--- src/rtl/argmax_pkg.sv ---
// Shared types and helpers for the streaming argmax block.
// Latency: n/a (package only).
// Backpressure: n/a.
// Contents: FSM state enum, index-width helper, signed compare used by the
// lane tree and the running merge.
package argmax_pkg;

  typedef enum logic [1:0] {
    IDLE  = 2'd0,
    ACCUM = 2'd1,
    DONE  = 2'd2
  } state_e;

  // Scores of any configured width are sign-extended to this width before
  // comparison so one compare function serves every parameterisation.
  localparam int SCORE_MAX_W = 64;

  // $clog2 that never yields a zero-width vector.
  function automatic int idx_width(input int n);
    return (n <= 2) ? 1 : $clog2(n);
  endfunction

  function automatic logic signed_gt(input logic signed [SCORE_MAX_W-1:0] a,
                                     input logic signed [SCORE_MAX_W-1:0] b);
    return a > b;
  endfunction

endpackage

--- src/rtl/argmax_lane_tree.sv ---
// Combinational reduction of one beat of LANES signed scores to its winner.
// Latency: 0 cycles (pure combinational).
// Backpressure: none; the caller qualifies the result with its handshake.
// Ports: lanes (packed scores, lane k at [k*NUM_SIZE +: NUM_SIZE]) ->
//   max1/idx1 (winner, lane-local index); with ARGMAX_RUNNER_UP_EN also
//   max2/idx2/vld2 (runner-up, vld2=0 when LANES==1).
// Ties always resolve to the lower lane.
module argmax_lane_tree
  import argmax_pkg::*;
#(
  parameter int NUM_SIZE = 26,
  parameter int LANES    = 2,
  parameter int LIDX_W   = 1
) (
  input  logic [LANES*NUM_SIZE-1:0] lanes,
  output logic [NUM_SIZE-1:0]       max1,
  output logic [LIDX_W-1:0]         idx1
`ifdef ARGMAX_RUNNER_UP_EN
  ,
  output logic [NUM_SIZE-1:0]       max2,
  output logic [LIDX_W-1:0]         idx2,
  output logic                      vld2
`endif
);

  function automatic logic [SCORE_MAX_W-1:0] sx(input logic [NUM_SIZE-1:0] v);
    return {{(SCORE_MAX_W-NUM_SIZE){v[NUM_SIZE-1]}}, v};
  endfunction

  logic [NUM_SIZE-1:0] s;

  // Lanes are scanned in ascending order and only a strictly greater score
  // displaces an incumbent, which gives lowest-lane-wins on ties.
  always_comb begin
    s    = '0;
    max1 = lanes[0 +: NUM_SIZE];
    idx1 = '0;
`ifdef ARGMAX_RUNNER_UP_EN
    max2 = '0;
    idx2 = '0;
    vld2 = 1'b0;
`endif
    for (int k = 1; k < LANES; k++) begin
      s = lanes[k*NUM_SIZE +: NUM_SIZE];
      if (signed_gt(sx(s), sx(max1))) begin
`ifdef ARGMAX_RUNNER_UP_EN
        max2 = max1;
        idx2 = idx1;
        vld2 = 1'b1;
`endif
        max1 = s;
        idx1 = LIDX_W'(k);
      end
`ifdef ARGMAX_RUNNER_UP_EN
      else if (!vld2 || signed_gt(sx(s), sx(max2))) begin
        max2 = s;
        idx2 = LIDX_W'(k);
        vld2 = 1'b1;
      end
`endif
    end
  end

endmodule

--- src/rtl/argmax_stream.sv ---
// Streaming argmax over NUM_CLASSES signed scores received LANES per beat.
// Latency: out_valid rises the cycle after the final beat is accepted.
// Backpressure: in_ready=0 while a result waits in DONE; result held until out_ready.
// Ports: clk, GlobalReset (async, active-high); in_valid/in_ready/in_data
//   (score index = beat*LANES + lane); out_valid/out_ready/out_index/out_max.
// Optional: define ARGMAX_RUNNER_UP_EN to add out_index2/out_max2 (runner-up).
module argmax_stream
  import argmax_pkg::*;
#(
  parameter int  NUM_SIZE    = 26,
  parameter int  NUM_CLASSES = 10,
  parameter int  LANES       = 2,
  localparam int IDX_W       = idx_width(NUM_CLASSES)
) (
  input  logic                      clk,
  input  logic                      GlobalReset,
  input  logic                      in_valid,
  output logic                      in_ready,
  input  logic [LANES*NUM_SIZE-1:0] in_data,
  output logic                      out_valid,
  input  logic                      out_ready,
  output logic [IDX_W-1:0]          out_index,
  output logic [NUM_SIZE-1:0]       out_max
`ifdef ARGMAX_RUNNER_UP_EN
  ,
  output logic [IDX_W-1:0]          out_index2,
  output logic [NUM_SIZE-1:0]       out_max2
`endif
);

  localparam int BEATS  = NUM_CLASSES / LANES;
  localparam int LIDX_W = idx_width(LANES);
  localparam int CNT_W  = idx_width(BEATS);

  function automatic logic [SCORE_MAX_W-1:0] sx(input logic [NUM_SIZE-1:0] v);
    return {{(SCORE_MAX_W-NUM_SIZE){v[NUM_SIZE-1]}}, v};
  endfunction

  state_e              state_q, state_d;
  logic [CNT_W-1:0]    cnt_q, cnt_d;
  logic [NUM_SIZE-1:0] run_max_q, run_max_d;
  logic [IDX_W-1:0]    run_idx_q, run_idx_d;
  logic [IDX_W-1:0]    out_index_q, out_index_d;
  logic [NUM_SIZE-1:0] out_max_q, out_max_d;

  logic [NUM_SIZE-1:0] l_max1;
  logic [LIDX_W-1:0]   l_idx1;
  logic [IDX_W-1:0]    lane_base, lane_idx1;
  logic [NUM_SIZE-1:0] m_max;
  logic [IDX_W-1:0]    m_idx;
  logic                first_beat, last_beat, accept;

`ifdef ARGMAX_RUNNER_UP_EN
  logic [NUM_SIZE-1:0] run_max2_q, run_max2_d;
  logic [IDX_W-1:0]    run_idx2_q, run_idx2_d;
  logic                run_vld2_q, run_vld2_d;
  logic [IDX_W-1:0]    out_index2_q, out_index2_d;
  logic [NUM_SIZE-1:0] out_max2_q, out_max2_d;
  logic [NUM_SIZE-1:0] l_max2;
  logic [LIDX_W-1:0]   l_idx2;
  logic                l_vld2;
  logic [IDX_W-1:0]    lane_idx2;
  logic [NUM_SIZE-1:0] m_max2;
  logic [IDX_W-1:0]    m_idx2;
`endif

  argmax_lane_tree #(
    .NUM_SIZE (NUM_SIZE),
    .LANES    (LANES),
    .LIDX_W   (LIDX_W)
  ) u_lane_tree (
    .lanes (in_data),
    .max1  (l_max1),
    .idx1  (l_idx1)
`ifdef ARGMAX_RUNNER_UP_EN
    ,
    .max2  (l_max2),
    .idx2  (l_idx2),
    .vld2  (l_vld2)
`endif
  );

  assign in_ready  = ~GlobalReset & (state_q != DONE);
  assign out_valid = (state_q == DONE);
  assign out_index = out_index_q;
  assign out_max   = out_max_q;
`ifdef ARGMAX_RUNNER_UP_EN
  assign out_index2 = out_index2_q;
  assign out_max2   = out_max2_q;
`endif

  assign accept     = in_valid & in_ready;
  assign first_beat = (state_q == IDLE);
  assign last_beat  = (cnt_q == CNT_W'(BEATS - 1));
  assign lane_base  = IDX_W'(int'(cnt_q) * LANES);
  assign lane_idx1  = lane_base + IDX_W'(l_idx1);
`ifdef ARGMAX_RUNNER_UP_EN
  assign lane_idx2  = lane_base + IDX_W'(l_idx2);
`endif

  // Merge the beat winner into the running result. Every running candidate
  // carries a lower index than any candidate of the current beat, so on an
  // equal score the running entry is kept.
  always_comb begin
    m_max = l_max1;
    m_idx = lane_idx1;
    if (!first_beat && !signed_gt(sx(l_max1), sx(run_max_q))) begin
      m_max = run_max_q;
      m_idx = run_idx_q;
    end
`ifdef ARGMAX_RUNNER_UP_EN
    // Runner-up comes from the side that lost the top slot (its best) or the
    // side that won it (its second); earlier-index candidate wins ties.
    m_max2 = l_max2;
    m_idx2 = lane_idx2;
    if (first_beat || signed_gt(sx(l_max1), sx(run_max_q))) begin
      if (!first_beat &&
          !(l_vld2 && signed_gt(sx(l_max2), sx(run_max_q)))) begin
        m_max2 = run_max_q;
        m_idx2 = run_idx_q;
      end
    end else begin
      if (run_vld2_q && !signed_gt(sx(l_max1), sx(run_max2_q))) begin
        m_max2 = run_max2_q;
        m_idx2 = run_idx2_q;
      end else begin
        m_max2 = l_max1;
        m_idx2 = lane_idx1;
      end
    end
`endif
  end

  always_comb begin
    state_d     = state_q;
    cnt_d       = cnt_q;
    run_max_d   = run_max_q;
    run_idx_d   = run_idx_q;
    out_index_d = out_index_q;
    out_max_d   = out_max_q;
`ifdef ARGMAX_RUNNER_UP_EN
    run_max2_d   = run_max2_q;
    run_idx2_d   = run_idx2_q;
    run_vld2_d   = run_vld2_q;
    out_index2_d = out_index2_q;
    out_max2_d   = out_max2_q;
`endif
    case (state_q)
      IDLE, ACCUM: begin
        if (accept) begin
          run_max_d = m_max;
          run_idx_d = m_idx;
`ifdef ARGMAX_RUNNER_UP_EN
          run_max2_d = m_max2;
          run_idx2_d = m_idx2;
          run_vld2_d = !first_beat || l_vld2;
`endif
          if (last_beat) begin
            state_d     = DONE;
            cnt_d       = '0;
            out_index_d = m_idx;
            out_max_d   = m_max;
`ifdef ARGMAX_RUNNER_UP_EN
            out_index2_d = m_idx2;
            out_max2_d   = m_max2;
`endif
          end else begin
            state_d = ACCUM;
            cnt_d   = cnt_q + CNT_W'(1);
          end
        end
      end
      DONE: begin
        if (out_ready) begin
          state_d = IDLE;
          cnt_d   = '0;
        end
      end
      default: begin
        state_d = IDLE;
        cnt_d   = '0;
      end
    endcase
  end

  always_ff @(posedge clk or posedge GlobalReset) begin
    if (GlobalReset) begin
      state_q     <= IDLE;
      cnt_q       <= '0;
      run_max_q   <= '0;
      run_idx_q   <= '0;
      out_index_q <= '1;
      out_max_q   <= '0;
`ifdef ARGMAX_RUNNER_UP_EN
      run_max2_q   <= '0;
      run_idx2_q   <= '0;
      run_vld2_q   <= 1'b0;
      out_index2_q <= '1;
      out_max2_q   <= '0;
`endif
    end else begin
      state_q     <= state_d;
      cnt_q       <= cnt_d;
      run_max_q   <= run_max_d;
      run_idx_q   <= run_idx_d;
      out_index_q <= out_index_d;
      out_max_q   <= out_max_d;
`ifdef ARGMAX_RUNNER_UP_EN
      run_max2_q   <= run_max2_d;
      run_idx2_q   <= run_idx2_d;
      run_vld2_q   <= run_vld2_d;
      out_index2_q <= out_index2_d;
      out_max2_q   <= out_max2_d;
`endif
    end
  end

endmodule

--- config.mk ---
export PLATFORM = sky130hd
export DESIGN_NAME = argmax_stream
export DESIGN_NICKNAME = d
export VERILOG_FILES = /design/src/rtl/argmax_pkg.sv /design/src/rtl/argmax_lane_tree.sv /design/src/rtl/argmax_stream.sv
export SDC_FILE = /design/constraint.sdc
export NUM_CORES = 1
export LEC_CHECK = 0
export ABC_AREA = 1
export BUFFER_PORTS_ARGS = -buffer_cell sky130_fd_sc_hd__buf_2
export CELL_PAD_IN_SITES_DETAIL_PLACEMENT = 2
export CELL_PAD_IN_SITES_GLOBAL_PLACEMENT = 2
export CORE_UTILIZATION = 29
export DETAILED_ROUTE_END_ITERATION = 10
export PLACE_DENSITY_LB_ADDON = 0.1
export RECOVER_POWER = 50
export SYNTH_ARGS = -nofsm -noshare
export SYNTH_HDL_FRONTEND = slang
export SYNTH_SLANG_ARGS = --single-unit
--- constraint.sdc ---
create_clock -name clk -period 1.99 [get_ports clk]
set_input_delay 0.398 -clock clk [delete_from_list [all_inputs] [get_ports clk]]
set_output_delay 0.398 -clock clk [all_outputs]
set_load 0.02 [all_outputs]
==> results of run 1 <==
-- cell families after synthesis --
kind of cell,count (synthesis),share of synthesized area [%]
simple gates,446,40.5
buf+inv,122,10.5
flops,65,32.6
fa+ha+maj,54,13.5
compound gates,26,2.77
xor+xnor,1,0.175
-- cells in the mapped netlist, drive strengths merged --
master | number | area [µm²]
a21oi | 14 | 70.1
o21bai | 1 | 7.51
nor4 | 1 | 6.26
ha | 54 | 676
o22ai | 1 | 6.26
nand4 | 4 | 25.0
nand3b | 1 | 7.51
nand2 | 259 | 985
xnor2 | 1 | 8.76
dfrtp | 61 | 1530
inv | 96 | 360
or3 | 1 | 11.3
o21ai | 8 | 40.0
and2 | 2 | 12.5
dfstp | 4 | 105
a21o | 2 | 15.0
nand3 | 155 | 878
buf | 16 | 130
nor3 | 2 | 10.0
clkbuf | 10 | 37.5
nor2 | 21 | 93.8
-- per-stage QoR --
stage	hold slack (ps)	util, %
floorplan	442	-
global placement	367	42.2
detailed placement	384	42.2
CTS	23.7	50.5
-- timing repair --
action,4_1_cts
buffers inserted,21
hold buffers,0
pin swaps,39
resized for setup,159
endpoints found under the setup margin,60
gates cloned,8
==> results.sh, run 1 <==
export IMPL_outcome="stopped before the end"
export IMPL_haltStage="global routing (5_1_grt)"
export IMPL_error="[ERROR DPL-0033] detailed placement checks failed during check placement."
export IMPL_die_y_um=133
export IMPL_numCtsBuffers=9
export IMPL_cts_sinks=65
export IMPL_place_ws_ps=-2310
export IMPL_ys_ff_latch=65
export IMPL_port_buffers=87
export IMPL_cts_root_buffer="clkbuf_16"
export IMPL_initial_core_util_pct=30.0
export IMPL_gp_congestion=0.839
export IMPL_rows=47
export IMPL_dp_cells=1152
export IMPL_yosysUniqueCellTypes=31
export IMPL_yosysWarnings=0
export IMPL_syn_inst=714
export IMPL_die_width_um=133
export IMPL_htree_levels=3
export IMPL_ys_seq_area_share_pct=32.6
export IMPL_syn_num_nets=824
export IMPL_crit_endpoint="run_max_q[0]$_DFFE_PP0P_/D"
export IMPL_clockBufferDepth=2
export IMPL_placed_cell_area_um2=7050
export IMPL_io_pins=88
export IMPL_synth_cell_area_um2=5010
export IMPL_grt_max_degree=38
export IMPL_antenna_found_initial=0
export IMPL_worst_endpoint_kind="register input"
export IMPL_dpl_hpwl_um=17200
export IMPL_syn_avg_cell_area_um2=7.02
==> run 2, diff against run 1 <==
CELL_PAD_IN_SITES_DETAIL_PLACEMENT = default   (was 2)
CELL_PAD_IN_SITES_GLOBAL_PLACEMENT = default   (was 2)
CORE_UTILIZATION = 25   (was 29)
PLACE_DENSITY_LB_ADDON = 0.15   (was 0.1)
clock period = 2.6 ns   (was 1.99 ns; I/O delays follow)
==> run 2 against run 1 <==
Synthesized cell count did not move. The flow now finishes, with violations (negative setup slack). Synthesized area did not move.
==> results.sh, run 2 <==
export IMPL_final_cell_mix="194 x nand2_1, 130 x buf_4, 97 x nand3_1"
export IMPL_clockBufferDepth=2
export IMPL_rows=51
export IMPL_fin_worst_skew_ps=13.2
export IMPL_gp_congestion=0.805
export IMPL_grt_pass1_wl_um=26600
export IMPL_multi_input_area_um2=3940
export IMPL_ys_async_sr_fraction_pct=100
export IMPL_place_ws_ps=-1450
export IMPL_cts_root_buffer="clkbuf_16"
export IMPL_outcome="finished, violations left"
export IMPL_p_sw_mw=3.44
export IMPL_antenna_found_initial=0
export IMPL_io_pins=88
export IMPL_syn_avg_cell_area_um2=7.02
export IMPL_crit_top_cell="nand2_4"
export IMPL_die_width_um=144
export IMPL_synth_edf_count=0
export IMPL_seqPwrFrac_pct=22.1
export IMPL_area_growth_pct=67.1
export IMPL_wl_met1_um=7920
export IMPL_wire_per_inst_um=14.4
export IMPL_overflow=0
export IMPL_cts_sinks=65
export IMPL_vias=5377
export IMPL_worst_setup_path_start_kind="input port"
export IMPL_finalNonFillerCells=1209
export IMPL_final_net_count=1049
export IMPL_crit_path_end_kind="flip-flop"
export IMPL_yosysWarnings=0
export IMPL_relSlewSlack_pct=21.0
export IMPL_synthTopCellsByArea="dfrtp_1 30%, nand2_1 19%, nand3_1 14%"
export IMPL_yosys_area_top_type_share_pct=30.5
export IMPL_cp_depth=27
export IMPL_drt_pass1_iter_count=4
export IMPL_ys_ff_latch=65
export IMPL_critPathArrivalTime_ps=3710
export IMPL_fin_util_pct=42.9
export IMPL_drv_slew=0
export IMPL_routed_top_layer="met4"
export IMPL_critical_path_class="in2reg"
export IMPL_fin_crit_ps=3510
export IMPL_swShare_pct=44.9
export IMPL_track_usage_pct=16.8
export IMPL_cap_violations=0
export IMPL_diodes=0
export IMPL_numCtsBuffers=9
export IMPL_syn_inst=714
export IMPL_synth_cell_area_um2=5010
export IMPL_dpl_hpwl_um=12600
export IMPL_htree_levels=3
export IMPL_initialDrtViolationCount=238
export IMPL_path_buf_inv=6
export IMPL_clk_pin_slew_ps=60
export IMPL_worst_ep_required_time_ps=2810
export IMPL_grt_max_degree=37
export IMPL_fin_ws_ps=-906
export IMPL_insertion_delay_ps=340
export IMPL_finalWirelength_um=17400
export IMPL_final_common_cell="nand2_1"
export IMPL_hold_slack_ps=453
export IMPL_ys_flop_type="dfrtp_1"
export IMPL_die_y_um=144
export IMPL_rr_worst_depth=14
export IMPL_yosysUniqueCellTypes=31
export IMPL_tns_ps=-50920
export IMPL_internal_power_mw=4.23
export IMPL_cts_tree="yes"
export IMPL_hold_viol=0
export IMPL_dr_wl_met2_um=8760
export IMPL_power_mw=7.66
export IMPL_cp_slowest_cell="ha_1"
export IMPL_violations="negative setup slack"
export IMPL_die_area_um2=20600
export IMPL_placed_cell_area_um2=6930
export IMPL_core_um2=19500
export IMPL_min_path_cells=4
export IMPL_yosys_top_cells_count="256 x nand2_1, 136 x nand3_1, 92 x inv_1, 61 x dfrtp_1, 54 x ha_1"
export IMPL_p_leak_nw=4.42
export IMPL_seq_area_um2=1630
export IMPL_rsz0062_at_grt="true"
export IMPL_yosysTopAreaCell="dfrtp_1"
export IMPL_drtAntennaViolNets=0
export IMPL_fill_cells=2024
export IMPL_clockPowerShare_pct=14.9
export IMPL_ir_worst_vdd_mv=0.427
export IMPL_fmax_mhz=285
export IMPL_initial_core_util_pct=25.7
export IMPL_setup_viol=60
export IMPL_pwr_share_comb_pct=63.0
export IMPL_grt_pass1_vias=5297
export IMPL_crit_family="simple AND/OR/NAND/NOR gates"
export IMPL_dp_cells=1174
export IMPL_worst_path_max_fanout=7
export IMPL_layout_drive_gt1_share_pct=48.8
export IMPL_met3_length_um=604
export IMPL_hold_path_class="in2reg"
export IMPL_post_route_period_util_pct=135
export IMPL_synth_most_common_cell="nand2_1"
export IMPL_port_buffers=87
export IMPL_p_per_area_nw_per_um2=915
export IMPL_ys_seq_area_share_pct=32.6
export IMPL_syn_num_nets=824
export IMPL_slowest_delay_ps=300
export IMPL_tightest_slew_ps=1180
export IMPL_cts_hold_buf=0
export IMPL_drc_errors=0
export IMPL_vias_per_cell=4.45
export IMPL_design_area_um2=8380
[run 2: what timing repair did]
item,in CTS,in global routing
pin swaps,14,51
cloned,2,7
endpoints found under the setup margin,60,60
buffers inserted,2,8
gates resized for setup,62,114
[run 2: worst paths after layout]
| kind | startpoint | to | slack [ps] |
|---|---|---|---|
| max | in_data[6] | run_idx_q[2]$_DFFE_PP0P_ | -910 |
| min | out_ready | state_q[1]$_DFFE_PP0P_ | 450 |
| max reg2reg | run_max_q[15]$_DFFE_PP0P_ | run_idx_q[2]$_DFFE_PP0P_ | 330 |
| min reg2reg | out_index[3]$_DFFE_PP1P_ | out_index[3]$_DFFE_PP1P_ | 460 |
| max in group asynchronous | GlobalReset | run_max_q[21]$_DFFE_PP0P_ | 550 |
| min in group asynchronous | GlobalReset | cnt_q[2]$_DFFE_PP0P_ | 490 |
[run 2: power by group through the flow]
| stage | sequential (mW) | combinational, mW | clock [mW] |
|---|---|---|---|
| 3_5_place_dp | 1.71 | 3.73 | 0 |
| 6_report | 1.69 | 4.83 | 1.14 |
| 2_1_floorplan | 1.89 | 2.21 | 0 |
| 4_1_cts | 1.70 | 4.10 | 1.16 |
| 3_3_place_gp | 1.71 | 3.71 | 0 |
| 5_1_grt | 1.75 | 5.37 | 1.21 |
[run 2: per-layer routing]
| layer | track usage (%) | vias up |
|---|---|---|
| met5 | 0 | - |
| met4 | 2.69 | 0 |
| met3 | 2.80 | 9 |
| met2 | 30.4 | 100 |
| met1 | 21.2 | 2515 |
| li1 | - | 2753 |
[run 2: cell families after synthesis]
| group | count (synthesis) | share of synthesized area (%) |
|---|---|---|
| flops | 65 | 32.6 |
| compound gates | 26 | 2.77 |
| buf+inv | 122 | 10.5 |
| fa+ha+maj | 54 | 13.5 |
| xor+xnor | 1 | 0.175 |
| simple gates | 446 | 40.5 |
[run 2: cell type report]
| class | instances | area share (%) |
|---|---|---|
| tap | 265 | 3.96 |
| inverter | 96 | 4.39 |
| multi-input combinational | 529 | 47.0 |
| clock buffer | 13 | 3.11 |
| sequential | 65 | 19.5 |
| clock inverter | 3 | 0.209 |
| timing repair buffer | 238 | 21.9 |
[run 2: worst register-to-register path, cell delays in order, from the launching register on]
cell and delay (ps):
dfrtp_1 350, inv_1 90, ha_4 280, nand2_2 60, nor2_4 100, nand4_1 120, nor2_2 160, buf_4 120
nand4_1 130, nand2_4 150, buf_8 140, buf_6 140, nand3_1 110, nand3_1 110, o21ai_1 70
(Power assumes the default switching activity.)
==> run 3, diff against run 2 <==
CTS_CLUSTER_SIZE = 14   (was default)
SKIP_LAST_GASP = 1   (was default)
==> run 3 against run 2 <==
The run still ends with negative setup slack left. Final area down 0.25%. Largest cell class unchanged. Routed wire length fell by 1.0%. Maximum frequency fell by 1.3%. Clock-buffer cell count did not move. Sequential cell count unchanged. Worst setup slack worse by 48 ps. Cell count down 0.17%.
==> results.sh, run 3 (synthesis results as in run 2) <==
export IMPL_cts_root_buffer="clkbuf_16"
export IMPL_fin_util_pct=42.8
export IMPL_clk_pin_slew_ps=50
export IMPL_die_width_um=144
export IMPL_clockPowerShare_pct=14.9
export IMPL_wire_per_inst_um=14.3
export IMPL_min_path_cells=4
export IMPL_grt_pass1_vias=5336
export IMPL_min_from="out_ready"
export IMPL_gp_congestion=0.805
export IMPL_io_pins=88
export IMPL_outcome="finished, violations left"
export IMPL_r2r_end="run_max_q[12]$_DFFE_PP0P_"
export IMPL_antenna_found_initial=0
export IMPL_fin_worst_skew_ps=12.7
export IMPL_grt_max_degree=37
export IMPL_worst_ep_required_time_ps=2820
export IMPL_insertion_delay_ps=340
export IMPL_post_route_period_util_pct=137
export IMPL_overflow=0
export IMPL_tightest_slew_ps=1180
export IMPL_p_leak_nw=4.40
export IMPL_layout_drive_gt1_share_pct=48.2
export IMPL_place_ws_ps=-1450
export IMPL_internal_power_mw=4.22
export IMPL_crit_path_end_kind="flip-flop"
export IMPL_hold_path_class="in2reg"
export IMPL_core_um2=19500
export IMPL_cts_tree="yes"
export IMPL_critPathArrivalTime_ps=3770
export IMPL_pwr_share_comb_pct=63.0
export IMPL_setup_viol=60
export IMPL_diodes=0
export IMPL_critical_path_class="in2reg"
export IMPL_cap_violations=0
export IMPL_cts_sinks=65
export IMPL_ir_worst_vdd_mv=0.439
export IMPL_initialDrtViolationCount=239
export IMPL_cts_hold_buf=0
export IMPL_relSlewSlack_pct=21.1
export IMPL_fin_crit_ps=3550
export IMPL_fmax_mhz=281
export IMPL_final_common_cell="nand2_1"
export IMPL_fin_ws_ps=-954
export IMPL_min_to="state_q[1]$_DFFE_PP0P_"
export IMPL_dpl_hpwl_um=12600
export IMPL_track_usage_pct=16.8
export IMPL_drtAntennaViolNets=0
export IMPL_seqPwrFrac_pct=22.1
export IMPL_grt_pass1_wl_um=26600
export IMPL_p_per_area_nw_per_um2=919
export IMPL_final_net_count=1047
export IMPL_numCtsBuffers=9
export IMPL_p_sw_mw=3.46
export IMPL_finalWirelength_um=17200
export IMPL_die_area_um2=20600
export IMPL_htree_levels=3
export IMPL_drc_errors=0
export IMPL_rr_worst_depth=14
export IMPL_r2r_slack_ps=340
export IMPL_worst_path_max_fanout=8
export IMPL_rows=51
export IMPL_tns_ps=-54140
export IMPL_violations="negative setup slack"
export IMPL_clockBufferDepth=2
export IMPL_worst_setup_path_start_kind="input port"
export IMPL_drt_pass1_iter_count=4
export IMPL_hold_viol=0
export IMPL_r2r_start="run_max_q[16]$_DFFE_PP0P_"
export IMPL_die_y_um=144
export IMPL_drv_slew=0
export IMPL_vias_per_cell=4.42
export IMPL_final_cell_mix="201 x nand2_1, 129 x buf_4, 88 x nand3_1"
export IMPL_vias=5338
export IMPL_port_buffers=87
export IMPL_swShare_pct=45.0
export IMPL_area_growth_pct=66.7
export IMPL_rsz0062_at_grt="true"
export IMPL_initial_core_util_pct=25.7
-- run 3: cell types whose count changed in the layout (fill, tap and decap cells not counted), sizes merged --
| cell | previous run | this run |
|---|---|---|
| nand2 | 261 | 260 |
| clkbuf | 21 | 20 |
-- run 3: area by class of cell --
class,count,area [µm²]
Tap cell,265,332
Multi-Input combinational cell,528,3950
Timing Repair Buffer,237,1800
Fill cell,2024,11200
Clock buffer,13,260
Inverter,96,368
Clock inverter,3,17.5
Sequential cell,65,1630
-- run 3: power groups by stage --
stage / logic [mW] / clock network (mW) / registers, mW
3_5_place_dp: 3.73 / 0 / 1.71
3_3_place_gp: 3.71 / 0 / 1.71
5_1_grt: 5.38 / 1.21 / 1.75
2_1_floorplan: 2.21 / 0 / 1.89
4_1_cts: 4.05 / 1.16 / 1.70
6_report: 4.84 / 1.14 / 1.70
-- run 3: worst max-delay path: stages --
cell	delay [ps]
buf_2	100
inv_2	50
ha_4	280
nand2_4	60
nor2_4	150
buf_6	110
nand2_2	60
nor3_4	220
nand3_4	130
buf_12	160
buf_12	140
nand3_4	80
nand2_4	50
ha_4	270
nand2_2	50
nor2_2	90
nand4_1	140
nor2_2	140
buf_4	120
nand4_1	130
nand2_4	150
buf_8	150
clkbuf_16	160
nand3_1	90
nand3_1	110
nand2_1	60
-- run 3: how the worst max path moves through the flow --
stage,endpoint,slack (ps),cells past startpoint,startpoint
floorplan,run_max_q[11]$_DFFE_PP0P_,-700,27,in_data[25]
global placement,run_idx_q[0]$_DFFE_PP0P_,-1460,28,in_data[5]
detailed placement,run_idx_q[0]$_DFFE_PP0P_,-1450,26,in_data[5]
CTS,run_idx_q[0]$_DFFE_PP0P_,-880,31,in_data[5]
global route,run_idx_q[0]$_DFFE_PP0P_,-1160,26,in_data[13]
finish,run_max_q[12]$_DFFE_PP0P_,-950,26,in_data[13]
-- run 3: metrics by stage --
stage / area, µm² / hold slack [ps] / power (mW) / std cells
6_report: 8360 / 451 / 7.68 / 1207
5_1_grt: 8360 / 475 / 8.34 / 1207
4_1_cts: 7490 / 328 / 6.92 / 1194
3_5_place_dp: 6930 / 461 / 5.43 / 1174
3_3_place_gp: 6930 / 456 / 5.42 / 1174
2_1_floorplan: 5270 / 442 / 4.11 / 714
-- run 3: what timing repair did --
action / in CTS / in global routing
pin swaps: 14 / 65
resized for setup: 51 / 132
endpoints found under the setup margin: 60 / 60
gates cloned: 2 / 5
setup buffers: 2 / 8
-- run 3: metal layers --
layer / part of all wire [%] / track usage [%]
met4: 0.66 / 2.69
met2: 51 / 30.4
met3: 2.7 / 2.80
met5: 0 / 0
met1: 46 / 21.2
==> run 4, diff against run 3 <==
CORE_MARGIN = 2   (was default)
PLACE_DENSITY_LB_ADDON = default   (was 0.15)
SYNTH_HIERARCHICAL = 1   (was default)
==> run 4 against run 3 <==
The flow still finishes with violations (negative setup slack). Largest cell class unchanged. Routed wire length down 3.6%. Clock power up 17%. Cell count down 0.50%. First-iteration DRC count up 14%.
==> results.sh, run 4 <==
export IMPL_outcome="finished, violations left"
export IMPL_violations="negative setup slack"
export IMPL_finalWirelength_um=16600
export IMPL_seqPwrFrac_pct=20.6
export IMPL_yosysUniqueCellTypes=34
export IMPL_fin_worst_skew_ps=5.94
export IMPL_swShare_pct=45.3
export IMPL_area_growth_pct=54.9
export IMPL_design_area_um2=8340
export IMPL_multi_input_area_um2=4160
export IMPL_finalNonFillerCells=1201
export IMPL_drtAntennaViolNets=0
export IMPL_syn_avg_cell_area_um2=7.18
export IMPL_io_pins=88
export IMPL_post_route_period_util_pct=132
export IMPL_grt_pass1_vias=5008
export IMPL_die_y_um=151
export IMPL_yosys_area_top_type_share_pct=28.4
export IMPL_internal_power_mw=4.52
export IMPL_insertion_delay_ps=340
export IMPL_ys_ff_latch=65
export IMPL_synthTopCellsByArea="dfrtp_1 28%, nand2_1 18%, ha_1 13%"
export IMPL_clk_pin_slew_ps=60
export IMPL_ys_async_sr_fraction_pct=100
export IMPL_worst_ep_required_time_ps=2830
export IMPL_synth_fa_ha_area_share_pct=12.6
export IMPL_yosysTopAreaCell="dfrtp_1"
export IMPL_min_path_cells=2
export IMPL_crit_path_end_kind="flip-flop"
export IMPL_fmax_mhz=290
export IMPL_antenna_found_initial=1
export IMPL_fin_crit_ps=3440
export IMPL_muxShareOfSynthArea_pct=0
export IMPL_cts_sinks=65
export IMPL_tns_ps=-47410
export IMPL_r2r_slack_ps=430
export IMPL_cts_tree="yes"
export IMPL_power_mw=8.26
export IMPL_synth_simple_area_share_pct=41.8
export IMPL_worst_setup_path_start_kind="input port"
export IMPL_pwr_share_comb_pct=63.3
export IMPL_drv_slew=0
export IMPL_fin_ws_ps=-843
export IMPL_dpl_hpwl_um=11600
export IMPL_die_area_um2=22700
export IMPL_gp_congestion=0.856
export IMPL_min_from="out_index[0]$_DFFE_PP1P_"
export IMPL_die_width_um=151
export IMPL_diodes=0
export IMPL_critical_path_class="in2reg"
export IMPL_final_common_cell="nand2_1"
export IMPL_p_sw_mw=3.74
export IMPL_r2r_end="out_max[18]$_DFFE_PP0P_"
export IMPL_critPathArrivalTime_ps=3680
export IMPL_ys_flop_type="dfrtp_1"
export IMPL_synth_edf_count=0
export IMPL_core_um2=21100
export IMPL_cap_violations=0
export IMPL_numCtsBuffers=9
export IMPL_hold_viol=0
export IMPL_tightest_slew_ps=1130
export IMPL_overflow=0
export IMPL_rsz0062_at_grt="true"
export IMPL_initial_core_util_pct=25.5
export IMPL_setup_viol=60
export IMPL_grt_pass1_wl_um=25100
export IMPL_clockPowerShare_pct=16.1
export IMPL_relSlewSlack_pct=24.5
export IMPL_synth_top_family_by_area="simple AND/OR/NAND/NOR gates"
export IMPL_port_buffers=87
export IMPL_layout_drive_gt1_share_pct=47.0
export IMPL_rr_worst_depth=16
export IMPL_wire_per_inst_um=13.8
export IMPL_min_to="out_index[0]$_DFFE_PP1P_"
export IMPL_synth_most_common_cell="nand2_1"
export IMPL_p_per_area_nw_per_um2=991
export IMPL_ys_seq_area_share_pct=30.3
export IMPL_placed_cell_area_um2=6790
export IMPL_fill_cells=2092
export IMPL_final_net_count=1031
export IMPL_rows=53
export IMPL_yosysWarnings=6
export IMPL_r2r_start="run_max_q[21]$_DFFE_PP0P_"
export IMPL_fin_util_pct=39.5
export IMPL_drc_errors=0
export IMPL_seq_area_um2=1630
export IMPL_syn_num_nets=860
export IMPL_track_usage_pct=14.1
export IMPL_ir_worst_vdd_mv=0.509
export IMPL_p_leak_nw=4.36
export IMPL_drt_pass1_iter_count=4
export IMPL_grt_max_degree=33
export IMPL_initialDrtViolationCount=273
export IMPL_vias_per_cell=4.35
export IMPL_cts_hold_buf=0
export IMPL_synth_xor_area_share_pct=0.163
export IMPL_worst_path_max_fanout=9
export IMPL_synth_compound_area_share_pct=2.12
export IMPL_clockBufferDepth=2
export IMPL_cts_root_buffer="clkbuf_16"
export IMPL_syn_inst=750
export IMPL_htree_levels=3
export IMPL_vias=5227
export IMPL_final_cell_mix="202 x nand2_1, 102 x inv_1, 81 x buf_2"
export IMPL_yosys_top_cells_count="259 x nand2_1, 118 x nand3_1, 117 x inv_1, 61 x dfrtp_1, 54 x ha_1"
export IMPL_dp_cells=1165
export IMPL_hold_path_class="reg2reg"
export IMPL_synth_cell_area_um2=5380
[run 4: power groups by stage]
stage	sequential (mW)	combinational (mW)	clock [mW]
final	1.70	5.23	1.33
after global routing	1.76	5.75	1.41
after CTS	1.70	4.38	1.35
after detailed placement	1.71	3.92	0
after global placement	1.71	3.85	0
after floorplan	1.89	2.67	0
[run 4: worst max-delay path, stage by stage]
cell       delay (ps)
buf_2             100
inv_1              70
ha_4              260
nand2_2            60
nor2_4            140
nand2_2            80
nor2_4            120
nand2_4            70
nand4_1           130
nand3_4           180
clkbuf_16         210
nand2_4            70
nand2_4            60
ha_4              240
a21o_1            190
nor2_2            140
nand2_2            80
a21oi_2           150
nand3_2           110
nand3_4           110
buf_12            140
clkbuf_16         160
nand3_1            90
nand3_1           130
nand2_1            60
[run 4: logic make-up after synthesis]
kind of cell             Yosys count
buffers and inverters            154
adder cells (fa/ha/maj)           54
flip-flops                        65
XOR/XNOR                           1
AND/OR/NAND/NOR                  455
AO/OA/AOI/OAI                     21
[run 4: cell type report]
cell class                 instances  share of cell area (%)
clock buffer                       9                    2.70
multi-input combinational        533                    49.9
sequential                        65                    19.6
tap                              275                    4.13
clock inverter                     7                    1.13
inverter                         127                    5.90
timing repair buffer             185                    16.7
[run 4: worst max-delay path by stage]
| stage | from | to |
|---|---|---|
| detailed placement | in_data[8] | out_max[15]$_DFFE_PP0P_ |
| floorplan | in_data[25] | out_max[0]$_DFFE_PP0P_ |
| CTS | in_data[8] | out_max[2]$_DFFE_PP0P_ |
| finish | in_data[11] | out_max[18]$_DFFE_PP0P_ |
| global placement | in_data[25] | out_max[15]$_DFFE_PP0P_ |
| global route | in_data[23] | run_max_q[13]$_DFFE_PP0P_ |
[run 4: per-stage QoR]
| stage | setup WS (ps) | hold WS, ps |
|---|---|---|
| final | -843 | 459 |
| after global routing | -988 | 489 |
| after CTS | -846 | 289 |
| after detailed placement | -1280 | 458 |
| after global placement | -1210 | 458 |
| after floorplan | -661 | 449 |
[run 4: repair_timing]
action / CTS / global route
setup endpoints to repair: 60 / 60
buffers inserted: 4 / 8
gates cloned: 4 / 6
pin swaps: 21 / 84
resized for setup: 22 / 165
[run 4: routing by layer]
layer / track usage, % / share of wire, %
met5: 0 / 0.078
met4: 4.07 / 1.4
met3: 2.61 / 3.5
met2: 22.4 / 50
met1: 19.4 / 45
